## config.mk

```make
export PLATFORM = sky130hd
export DESIGN_NAME = touch_adc_responder
export DESIGN_NICKNAME = d
export VERILOG_FILES = /design/src/rtl/touch_adc_responder.sv
export SDC_FILE = /design/constraint.sdc
export NUM_CORES = 1
export LEC_CHECK = 0
export CAP_MARGIN = 15
export CORE_ASPECT_RATIO = 1.1
export CORE_MARGIN = 8
export CORE_UTILIZATION = 40
export CTS_CLUSTER_SIZE = 12
export DETAILED_ROUTE_END_ITERATION = 10
export PLACE_DENSITY = 0.68
export SETUP_SLACK_MARGIN = 0.3
export SYNTH_ARGS = -nofsm -noshare
export SYNTH_HDL_FRONTEND = slang
export SYNTH_SLANG_ARGS = --single-unit
```

## constraint.sdc

```tcl
create_clock -name cclk -period 1.85 [get_ports cclk]
set_input_delay 0.185 -clock cclk [delete_from_list [all_inputs] [get_ports cclk]]
set_output_delay 0.185 -clock cclk [all_outputs]
set_load 0.01 [all_outputs]
```

## src/rtl/touch_adc_responder.sv

```systemverilog
// rtl/touch_adc_responder.sv - ADS7843-style touch ADC responder: decodes DCLK/CS/DIN commands, drives BUSY/DOUT
module touch_adc_responder (
    input  logic        cclk,
    input  logic        rst,
    input  logic        touch_clk,
    input  logic        touch_csb,
    input  logic        touch_din,
    input  logic [11:0] x_sample,
    input  logic [11:0] y_sample,
    input  logic [11:0] z_sample,
    output logic        touch_busy,
    output logic        touch_dout,
    output logic [7:0]  last_cmd,
    output logic        frame_done
);

    typedef enum logic [1:0] {ST_IDLE, ST_CMD, ST_BUSY, ST_DATA} state_t;

    state_t      state_q, state_d;
    logic [2:0]  clk_sync_q, clk_sync_d;
    logic [1:0]  csb_sync_q, csb_sync_d;
    logic [1:0]  din_sync_q, din_sync_d;
    logic [7:0]  shift_q, shift_d;
    logic [2:0]  bit_cnt_q, bit_cnt_d;
    logic [11:0] shadow_q, shadow_d;
    logic [3:0]  remaining_q, remaining_d;
    logic        busy_phase_q, busy_phase_d;
    logic        busy_q, busy_d;
    logic        dout_q, dout_d;
    logic [7:0]  last_cmd_q, last_cmd_d;
    logic        done_q, done_d;

    logic        rise, fall, csb_s, din_s;
    logic [7:0]  cmd_next;
    logic [11:0] sel_sample;

    // clk_sync_q[1] is the synchronised DCLK, clk_sync_q[2] its previous value
    assign rise  = clk_sync_q[1] & ~clk_sync_q[2];
    assign fall  = ~clk_sync_q[1] & clk_sync_q[2];
    assign csb_s = csb_sync_q[1];
    assign din_s = din_sync_q[1];

    always_comb begin
        clk_sync_d   = {clk_sync_q[1:0], touch_clk};
        csb_sync_d   = {csb_sync_q[0], touch_csb};
        din_sync_d   = {din_sync_q[0], touch_din};
        state_d      = state_q;
        shift_d      = shift_q;
        bit_cnt_d    = bit_cnt_q;
        shadow_d     = shadow_q;
        remaining_d  = remaining_q;
        busy_phase_d = busy_phase_q;
        busy_d       = busy_q;
        dout_d       = dout_q;
        last_cmd_d   = last_cmd_q;
        done_d       = 1'b0;
        cmd_next     = {shift_q[6:0], din_s};
        case (cmd_next[6:4])
            3'b101:  sel_sample = x_sample;
            3'b001:  sel_sample = y_sample;
            3'b011:  sel_sample = z_sample;
            default: sel_sample = 12'h000;
        endcase

        if (csb_s) begin
            state_d      = ST_IDLE;
            busy_d       = 1'b0;
            dout_d       = 1'b0;
            bit_cnt_d    = 3'd0;
            busy_phase_d = 1'b0;
        end else begin
            case (state_q)
                ST_IDLE: begin
                    dout_d = 1'b0;
                    busy_d = 1'b0;
                    if (rise && din_s) begin
                        shift_d   = 8'h01;
                        bit_cnt_d = 3'd1;
                        state_d   = ST_CMD;
                    end
                end
                ST_CMD: begin
                    if (rise) begin
                        shift_d = cmd_next;
                        if (bit_cnt_q == 3'd7) begin
                            // Shadow copy makes the frame immune to later sample changes
                            last_cmd_d   = cmd_next;
                            shadow_d     = sel_sample;
                            remaining_d  = cmd_next[3] ? 4'd7 : 4'd11;
                            busy_phase_d = 1'b0;
                            state_d      = ST_BUSY;
                        end else begin
                            bit_cnt_d = bit_cnt_q + 3'd1;
                        end
                    end
                end
                ST_BUSY: begin
                    if (fall) begin
                        if (!busy_phase_q) begin
                            busy_d       = 1'b1;
                            busy_phase_d = 1'b1;
                        end else begin
                            busy_d   = 1'b0;
                            dout_d   = shadow_q[11];
                            shadow_d = {shadow_q[10:0], 1'b0};
                            state_d  = ST_DATA;
                        end
                    end
                end
                ST_DATA: begin
                    if (fall) begin
                        if (remaining_q != 4'd0) begin
                            dout_d      = shadow_q[11];
                            shadow_d    = {shadow_q[10:0], 1'b0};
                            remaining_d = remaining_q - 4'd1;
                        end else begin
                            dout_d  = 1'b0;
                            done_d  = 1'b1;
                            state_d = ST_IDLE;
                        end
                    end
                end
                default: state_d = ST_IDLE;
            endcase
        end
    end

    always_ff @(posedge cclk) begin
        if (rst) begin
            state_q      <= ST_IDLE;
            clk_sync_q   <= 3'b000;
            csb_sync_q   <= 2'b00;
            din_sync_q   <= 2'b00;
            shift_q      <= 8'h00;
            bit_cnt_q    <= 3'd0;
            shadow_q     <= 12'h000;
            remaining_q  <= 4'd0;
            busy_phase_q <= 1'b0;
            busy_q       <= 1'b0;
            dout_q       <= 1'b0;
            last_cmd_q   <= 8'h00;
            done_q       <= 1'b0;
        end else begin
            state_q      <= state_d;
            clk_sync_q   <= clk_sync_d;
            csb_sync_q   <= csb_sync_d;
            din_sync_q   <= din_sync_d;
            shift_q      <= shift_d;
            bit_cnt_q    <= bit_cnt_d;
            shadow_q     <= shadow_d;
            remaining_q  <= remaining_d;
            busy_phase_q <= busy_phase_d;
            busy_q       <= busy_d;
            dout_q       <= dout_d;
            last_cmd_q   <= last_cmd_d;
            done_q       <= done_d;
        end
    end

    assign touch_busy = busy_q;
    assign touch_dout = dout_q;
    assign last_cmd   = last_cmd_q;
    assign frame_done = done_q;

endmodule

```

# ---- Word-level counts from Yosys, hierarchy flattened
# Index checks and enable logic that the tools add are counted.
dict set report word_totals {
  n_memories 0
  elab_cells 100
  rom_bits 0
  out_inout_bits 11
  in_bits 41
  latchBits 0
  mem_bits_rw 0
  register_bits 47
}
dict set report classes {
  eq_ne 16
  n_div 0
  muxes 42
  reduce_logical 20
  multipliers 0
  n_bitwise 7
  n_addsub 2
  magnitude_cmp 0
  shifts 0
}
# op count
set op_table {}
lappend op_table {{two-way mux 12 bit} 6}
lappend op_table {{one-hot mux 12 bit (3 select lines)} 2}
lappend op_table {{two-way mux 4 bit} 5}
lappend op_table {{AND reduction 4 bit} 5}
lappend op_table {{inequality test 2 bit, second input constant} 9}
lappend op_table {{two-way mux 2 bit} 7}
lappend op_table {{two-way mux 7 bit} 2}
lappend op_table {{one-hot mux 7 bit (2 select lines)} 1}
lappend op_table {{two-way mux 1 bit} 10}
lappend op_table {{two-way mux 3 bit} 3}
lappend op_table {{one-hot mux 2 bit (4 select lines)} 1}
lappend op_table {{one-hot mux 4 bit (2 select lines)} 1}
lappend op_table {{AND reduction 8 bit} 1}
lappend op_table {{nonzero test 2 bit} 4}
lappend op_table {{AND reduction 7 bit} 1}
lappend op_table {{== test 3 bit, second input constant} 2}
lappend op_table {{one-hot mux 3 bit (2 select lines)} 1}
lappend op_table {{AND reduction 6 bit} 1}
lappend op_table {{nonzero test 3 bit} 2}
lappend op_table {{inverter 1 bit} 5}
lappend op_table {{== test 2 bit, second input constant} 2}
lappend op_table {{one-hot mux 1 bit (2 select lines)} 2}
lappend op_table {{nonzero test 4 bit} 1}
lappend op_table {{OR reduction 4 bit} 1}
lappend op_table {{11 further kinds} 12}

# ---- Longest topological paths before layout
# Gate-level depths: netlist (run 1).
dict set report logic_depth {
  ltp_word 5
  ltp_mapped 8
}

# ---- Worst setup path before layout (run 1)
# No wires, ideal clock.
dict set report synth_path {
  path_type {register to register}
  startpoint {register bit_cnt_q[0]}
  endpoint {register shadow_q[2]}
  synth_period_minus_slack_ns 1.837
  required_time_ns 1.775
  arrival_time_ns 1.763
  stages_incl_launch_ff 8
  path_buffers 1
  path_slack_ns 0.013
  cell_sequence {dfxtp_1 -> ha_1 -> ha_1 -> nand3b_1 -> a22o_1 -> or4b_4 -> buf_6 -> o22ai_1}
}
dict set report synth_via {
  elab_chain_len 3
}
# item line
set synth_rtl {}
lappend synth_rtl {{start, declared} 24} ;# logic [2:0] bit_cnt_q, bit_cnt_d;
lappend synth_rtl {{start signal, assigned} 149} ;# bit_cnt_q <= bit_cnt_d;
lappend synth_rtl {{== test 3 bit} 85} ;# if (bit_cnt_q == 3'd7) begin
lappend synth_rtl {{inequality test 2 bit (no source line)} --}
lappend synth_rtl {{AND reduction 8 bit (no source line)} --}
lappend synth_rtl {{end signal, assigned} 150} ;# shadow_q <= shadow_d;
lappend synth_rtl {{end, declared} 25} ;# logic [11:0] shadow_q, shadow_d;
# No other way between the ends.
# A chain may end at the register's enable or synchronous reset.

# ---- Worst setup path after layout (run 1)
dict set report layout_path {
  startpoint {register bit_cnt_q[1]}
  endpoint {register shadow_q[7]}
}
# The elaborated chain is that of the path after synthesis.

==> metrics.md, run 1 <==
| Metric | Value |
|---|---|
| Status | `finished clean` |
| XOR/XNOR Fraction of Synth Area | `0%` |
| Actual slew at the worst max-slew pin | `around 0.50 ns` |
| Hold depth | `2` |
| Hold-fix buffers at CTS | `0` |
| Grt ovf | `0` |
| Final Util | `58.2%` |
| Vias in the first global route | `2107` |
| CTS Root Cell | `clkbuf_8` |
| CP arrival | `2.06 ns` |
| Hold EP | `clk_sync_q[0]$_SDFF_PP0_` |
| Compound-Gate Fraction of Synth Area | `19.5%` |
| Hold WC Path Type | `in2reg` |
| Layout cells sized above 1 | `29.3%` |
| FF-to-FF End | `shadow_q[7]$_SDFFE_PP0P_` |
| Final Setup Violations | `0` |
| Clk Latency, worst-skew pair | `0.30 ns` |
| Max Cap Viol | `0` |
| Mux cell area share after synthesis | `a little under a tenth` |
| Post-Layout Cell Count | `418` |
| Pin count of the biggest net entering global routing | `42` |
| Max Fclk | `545 MHz` |
| Final ANT Viol Nets | `0` |
| Wire per inst | `15.3 um` |
| Critical Path End Type | `register` |
| Register area share after synthesis | `a little under two fifths` |
| WHS | `approximately 0.43 ns` |
| DRT Wirelength | `about 6400 um` |
| TritonCTS clock tree | `yes` |
| Final Skew | `between 0.006 and 0.007 ns` |
| Post-synth EDFFs | `0` |
| Die H | `99.3 um` |
| Gr usage total | `13.4%` |
| Yosys reg bits | `47` |
| Initial Util | `41.0%` |
| Min Tclk post-route | `1.84 ns` |
| Cell area after synthesis | `2520 um^2` |
| LEAKAGE | `between 1 and 1.5 nW` |
| Hold path start | `touch_clk` |
| Fin crit share | `slightly below 100%` |
| DRC viols | `0` |
| Worst VDD drop | `0.359 mV` |
| Max Buffers Root-to-Sink | `2` |
| Post-Synth Adder-Cell Area | `4.46%` |
| 1st-pass router iterations | `4` |
| Slew Viols, Final | `0` |
| Port Buf Inserts | `51` |
| Slew HR | `66.6%` |
| First-pass GRT wire length | `between 10000 and 15000 um` |
| Post-Syn Nets | `327` |
| PD cells | `~550 nW/um^2` |
| Die width | `about 92 um` |
| Mapped Cells | `277` |
| Setup crit start kind | `register` |
| CP Max Fanout | `6` |
| Syn_area_per_cell | `9.12 um^2` |
| Area growth, synth to finish | `41.9%` |
| Vias | `2173` |
| Setup TNS | `0 ns` |
| TritonCTS Buffers | `5` |
| Reg-to-reg slack, setup | `0.01 ns` |
| Number of hold violations in the final report | `0` |
| Clock slew at reported path FFs | `0.09 ns` |
| RSZ-0062 raised after global routing | `yes` |
| Initial antenna violation count | `0` |
| Layout Nets | `387` |
| Synth Warn # | `0` |
| Core region area | `6160 um^2` |
| R2R Path Start | `bit_cnt_q[1]$_SDFFE_PP0P_` |
| Num rows | `30` |
| Path depth of the worst reg2reg path | `6` |
| ANT cells | `0` |
| H-Tree Depth | `2` |
| Post-synth top flop | `dfxtp_1` |
| Async set-reset flop share out of synthesis | `0%` |
| Cell variety after synth | `52` |
| Num Clock Sinks | `47` |
| DIE AREA | `9110 um^2` |
| Via/cell ratio | `5.20` |
| Setup CP Type | `reg2reg` |
| Initial DRC count | `between 100 and 150` |
| Placed Cells | `about 400` |
| Total I/O pin count | `52` |
| Simple logic cell fraction of the synthesized area | `23.7%` |
| Post-DP HPWL | `4260 um` |
| GPL Wtd Cong | `0.843` |
| Worst EP required | `2.07 ns` |
| Main combinational cell family by area after synthesis | `simple AND/OR/NAND/NOR gates` |
-- routing by layer --
layer | GRT usage, % | part of all wire, % | vias to the layer above
met3 | 3.54 | 4.4 | 9
met2 | 21.0 | 46 | 51
met1 | 17.0 | 48 | 992
met5 | 0 | 0 | -
li1 | - | - | 1121
met4 | 5.33 | 1.4 | 0
-- report_power, final --
group / internal [mW] / switching (mW)
Sequential: 1.02 / 0.0178
Combinational: 0.186 / 0.133
Clock: 0.272 / 0.353
-- critical path: stages (launching register included) --
cell and delay (ns):
dfxtp_2 0.36, ha_4 0.14, ha_4 0.13, nand3b_1 0.12, a22o_1 0.28, or4b_4 0.55
o22ai_1 0.19
-- final cells by class --
class / instances / area [um^2]
Clock buffer: 6 / 72.6
Clock inverter: 2 / 16.3
Fill cell: 539 / 2570
Inverter: 8 / 35.0
Multi-Input combinational cell: 203 / 1700
Sequential cell: 47 / 955
Tap cell: 80 / 100
Timing Repair Buffer: 72 / 701
-- what timing repair did --
| item | in CTS | in global routing |
|---|---|---|
| pin swaps | 5 | 31 |
| gates cloned | 1 | 0 |
| buffers inserted | 2 | 9 |
| gates resized for setup | 12 | 35 |
| endpoints found under the setup margin | 37 | 37 |
-- cell usage after synthesis (2+ instances only) --
master	count	share of area, %
dfxtp_1	47	37
a21oi_1	25	5.0
mux2i_1	24	9.5
nor2_1	18	2.7
clkbuf_1	13	1.9
nor2b_1	13	3.2
o22ai_1	11	2.7
o2bb2ai_1	11	3.8
nand2_1	10	1.5
ha_1	9	4.5
inv_1	8	1.2
and2b_2	7	2.4
nand3_1	7	1.4
or2b_2	7	2.4
nand2b_1	6	1.5
a211oi_1	4	1.2
or2_2	4	0.99
a211o_1	3	1.0
a21o_1	3	0.89
nand3b_1	3	0.89
nor3b_1	3	0.89
or2b_1	3	0.89
a22oi_1	2	0.59
and2b_1	2	0.59
buf_4	2	0.59
buf_6	2	0.89
nor3_1	2	0.40
nor4_1	2	0.50
o32ai_1	2	0.69
or3b_2	2	0.69
-- how the worst max path moves through the flow --
| stage | from | to | slack, ns | cells after the start |
|---|---|---|---|---|
| 2_1_floorplan | bit_cnt_q[1]$_SDFFE_PP0P_ | shadow_q[2]$_SDFFE_PP0P_ | 0.12 | 7 |
| 3_3_place_gp | bit_cnt_q[1]$_SDFFE_PP0P_ | shadow_q[6]$_SDFFE_PP0P_ | 0.11 | 6 |
| 3_5_place_dp | bit_cnt_q[0]$_SDFFE_PP0P_ | shadow_q[7]$_SDFFE_PP0P_ | 0.04 | 6 |
| 4_1_cts | remaining_q[0]$_SDFFE_PP0P_ | shadow_q[7]$_SDFFE_PP0P_ | 0.02 | 6 |
| 5_1_grt | clk_sync_q[2]$_SDFF_PP0_ | shadow_q[7]$_SDFFE_PP0P_ | -0.06 | 4 |
| 6_report | bit_cnt_q[1]$_SDFFE_PP0P_ | shadow_q[7]$_SDFFE_PP0P_ | 0.01 | 6 |
-- state kept, by name, summed over array words and instances, names as in the netlist --
name          count
last_cmd          8
shift_q           7
touch_busy        1
din_sync_q        2
bit_cnt_q         3
touch_dout        1
csb_sync_q        2
shadow_q         12
busy_phase_q      1
state_q           2
frame_done        1
remaining_q       4
clk_sync_q        3
-- through the flow --
step | power, mW | setup slack [ns] | instance area, um^2
after floorplan | 1.20 | 0.119 | 2580
after global placement | 1.32 | 0.109 | 3170
after detailed placement | 1.32 | 0.0442 | 3170
after CTS | 1.96 | 0.0220 | 3340
after global routing | 2.08 | -0.0556 | 3580
final | 1.99 | 0.0136 | 3580
-- kinds of logic (layout without fill, tap and decap cells) --
| group | count (synthesis) | count (layout) |
|---|---|---|
| and+or+nand+nor | 97 | 98 |
| AOI/OAI and AO/OA | 72 | 72 |
| DFF | 47 | 47 |
| buffers and inverters | 28 | 88 |
| muxes | 24 | 24 |
| adders and majority gates | 9 | 9 |
-- cell usage in the layout, fill, tap and decap left out, drive strengths merged, types with 6 or more instances in the layout --
cell type      count
a21oi             25
and2b              9
buf               21
clkbuf             6
clkdlybuf4s50     51
dfxtp             47
ha                 9
inv                9
mux2i             24
nand2             10
nand2b             6
nand3              7
nor2              19
nor2b             13
o22ai             11
o2bb2ai           11
or2b              10
No activity file was read; power rests on OpenSTA's default activity.
==> inputs of run 2 (changes only) <==
--- a/config.mk
+++ b/config.mk
@@ -11,8 +11,8 @@
 export CORE_UTILIZATION = 40
 export CTS_CLUSTER_SIZE = 12
 export DETAILED_ROUTE_END_ITERATION = 10
-export PLACE_DENSITY = 0.68
-export SETUP_SLACK_MARGIN = 0.3
+export PLACE_DENSITY = 0.67
+export SETUP_SLACK_MARGIN = 0.5
 export SYNTH_ARGS = -nofsm -noshare
 export SYNTH_HDL_FRONTEND = slang
 export SYNTH_SLANG_ARGS = --single-unit
==> run 2 against run 1 <==
  * Global-route usage up 0.74 points
  * Hold slack improved by 0.0013 ns
  * Via count grew 1.3%
  * Clock skew about the same
  * Sequential cell count is the same
  * Largest cell class unchanged
  * Largest power group unchanged
  * Highest routed layer unchanged
==> metrics.md, run 2 (same netlist as run 1, synthesis figures left out) <==
| Metric | Value |
|---|---|
| Status | `finished clean` |
| Layout Nets | `389` |
| Initial antenna violation count | `0` |
| First-pass GRT wire length | `10800 um` |
| Die width | `91.8 um` |
| Clk Latency, worst-skew pair | `0.30 ns` |
| PD cells | `561 nW/um^2` |
| Initial DRC count | `119` |
| Worst EP required | `2.08 ns` |
| Most frequent cells in the layout | `dfxtp_1 (40), clkdlybuf4s50_1 (40), a21oi_1 (23), mux2i_1 (23), nor2_1 (18)` |
| Final ANT Viol Nets | `0` |
| Fin crit share | `99.4%` |
| TritonCTS Buffers | `5` |
| Post-Layout Cell Count | `420` |
| Placed Cells | `398` |
| Min Tclk post-route | `1.84 ns` |
| Vias | `2202` |
| Initial Util | `41.0%` |
| Final Setup Violations | `0` |
| Fillcell total | `between 500 and 600` |
| Critical Path End Type | `register` |
| Core region area | `6160 um^2` |
| Final Skew | `0.00714 ns` |
| Final Util | `58.1%` |
| Num rows | `30` |
| Gr usage total | `14.1%` |
| Clock slew at reported path FFs | `0.09 ns` |
| Actual slew at the worst max-slew pin | `0.521 ns` |
| Die H | `99.3 um` |
| Slew Viols, Final | `0` |
| Total I/O pin count | `52` |
| RSZ-0062 raised after global routing | `yes` |
| Port Buf Inserts | `51` |
| Num Clock Sinks | `47` |
| DIE AREA | `between 9000 and 10000 um^2` |
| Setup CP Type | `reg2reg` |
| Layout cells sized above 1 | `around 27%` |
| Number of hold violations in the final report | `0` |
| Max Cap Viol | `0` |
| WHS | `0.427 ns` |
| H-Tree Depth | `2` |
| Hold WC Path Type | `in2reg` |
| Via/cell ratio | `5.24` |
| CTS Root Cell | `clkbuf_8` |
| Vias in the first global route | `~2200` |
| Area growth, synth to finish | `41.7%` |
| Setup TNS | `0 ns` |
| Setup Slack @ Placement | `0.0475 ns` |
| DRC viols | `0` |
| Slew HR | `65.3%` |
| 1st-pass router iterations | `4` |
| DRT Wirelength | `6510 um` |
| CP arrival | `2.06 ns` |
| ANT cells | `0` |
| TritonCTS clock tree | `yes` |
| Setup crit start kind | `register` |
| CP Max Fanout | `6` |
| GPL Wtd Cong | `0.850` |
| Wire per inst | `about 16 um` |
| LEAKAGE | `1.28 nW` |
| Post-DP HPWL | `4320 um` |
| Max Fclk | `544 MHz` |
| Max reg flops | `12` |
| Setup ws final | `0.0109 ns` |
| Grt ovf | `0` |
| Worst VDD drop | `0.344 mV` |
| Max Buffers Root-to-Sink | `2` |
| Biggest register | `shadow_q` |
| Pin count of the biggest net entering global routing | `42` |
-- run 2: layout make-up --
class	count	area (um^2)	share of cell area [%]
Inverter	8	32.5	0.909
Timing Repair Buffer	74	733	20.5
Clock buffer	6	72.6	2.03
Tap cell	80	100	2.80
Sequential cell	47	952	26.6
Clock inverter	2	16.3	0.455
Multi-Input combinational cell	203	1670	46.7
-- run 2: layer usage --
| metal | global-route usage (%) | share of wire [%] | vias to the layer above |
|---|---|---|---|
| li1 | - | - | 1122 |
| met3 | 3.54 | 5.3 | 7 |
| met2 | 23.7 | 47 | 55 |
| met5 | 0 | 0 | - |
| met4 | 4.47 | 1.3 | 0 |
| met1 | 17.3 | 47 | 1018 |
-- run 2: metrics by stage --
| stage | total power [mW] | area, um^2 |
|---|---|---|
| floorplan | 1.21 | 2600 |
| global placement | 1.32 | 3180 |
| detailed placement | 1.33 | 3180 |
| CTS | 1.99 | 3440 |
| global route | 2.11 | 3580 |
| finish | 2.01 | 3580 |
-- run 2: path summary, 6_finish.rpt --
kind	start	depth (start not counted)	endpoint	slack (ns)
setup / recovery	bit_cnt_q[0]$_SDFFE_PP0P_	6	shadow_q[8]$_SDFFE_PP0P_	0.01
hold / removal	touch_csb	2	csb_sync_q[0]$_SDFF_PP0_	0.43
setup reg to reg	bit_cnt_q[0]$_SDFFE_PP0P_	6	shadow_q[8]$_SDFFE_PP0P_	0.01
hold reg to reg	clk_sync_q[0]$_SDFF_PP0_	1	clk_sync_q[1]$_SDFF_PP0_	0.44
-- run 2: worst max-delay path, stage by stage (launching register included) --
cell	delay, ns
dfxtp_2	0.36
ha_4	0.14
ha_4	0.12
nand3b_1	0.12
a22o_1	0.28
or4b_4	0.55
o22ai_1	0.19
-- run 2: repair_timing --
action                                  4_1_cts  5_1_grt
endpoints found under the setup margin       48       41
hold buffers                                  0        0
pin swaps                                     9        8
cloned                                        1        0
buffers inserted                              8        5
gates resized for setup                      26       20
-- run 2: power by group --
group	switching [mW]	total (mW)	internal, mW
clock	0.353	0.624	0.272
sequential	0.0171	1.04	1.03
combinational	0.143	0.339	0.196
total	0.513	2.01	1.49
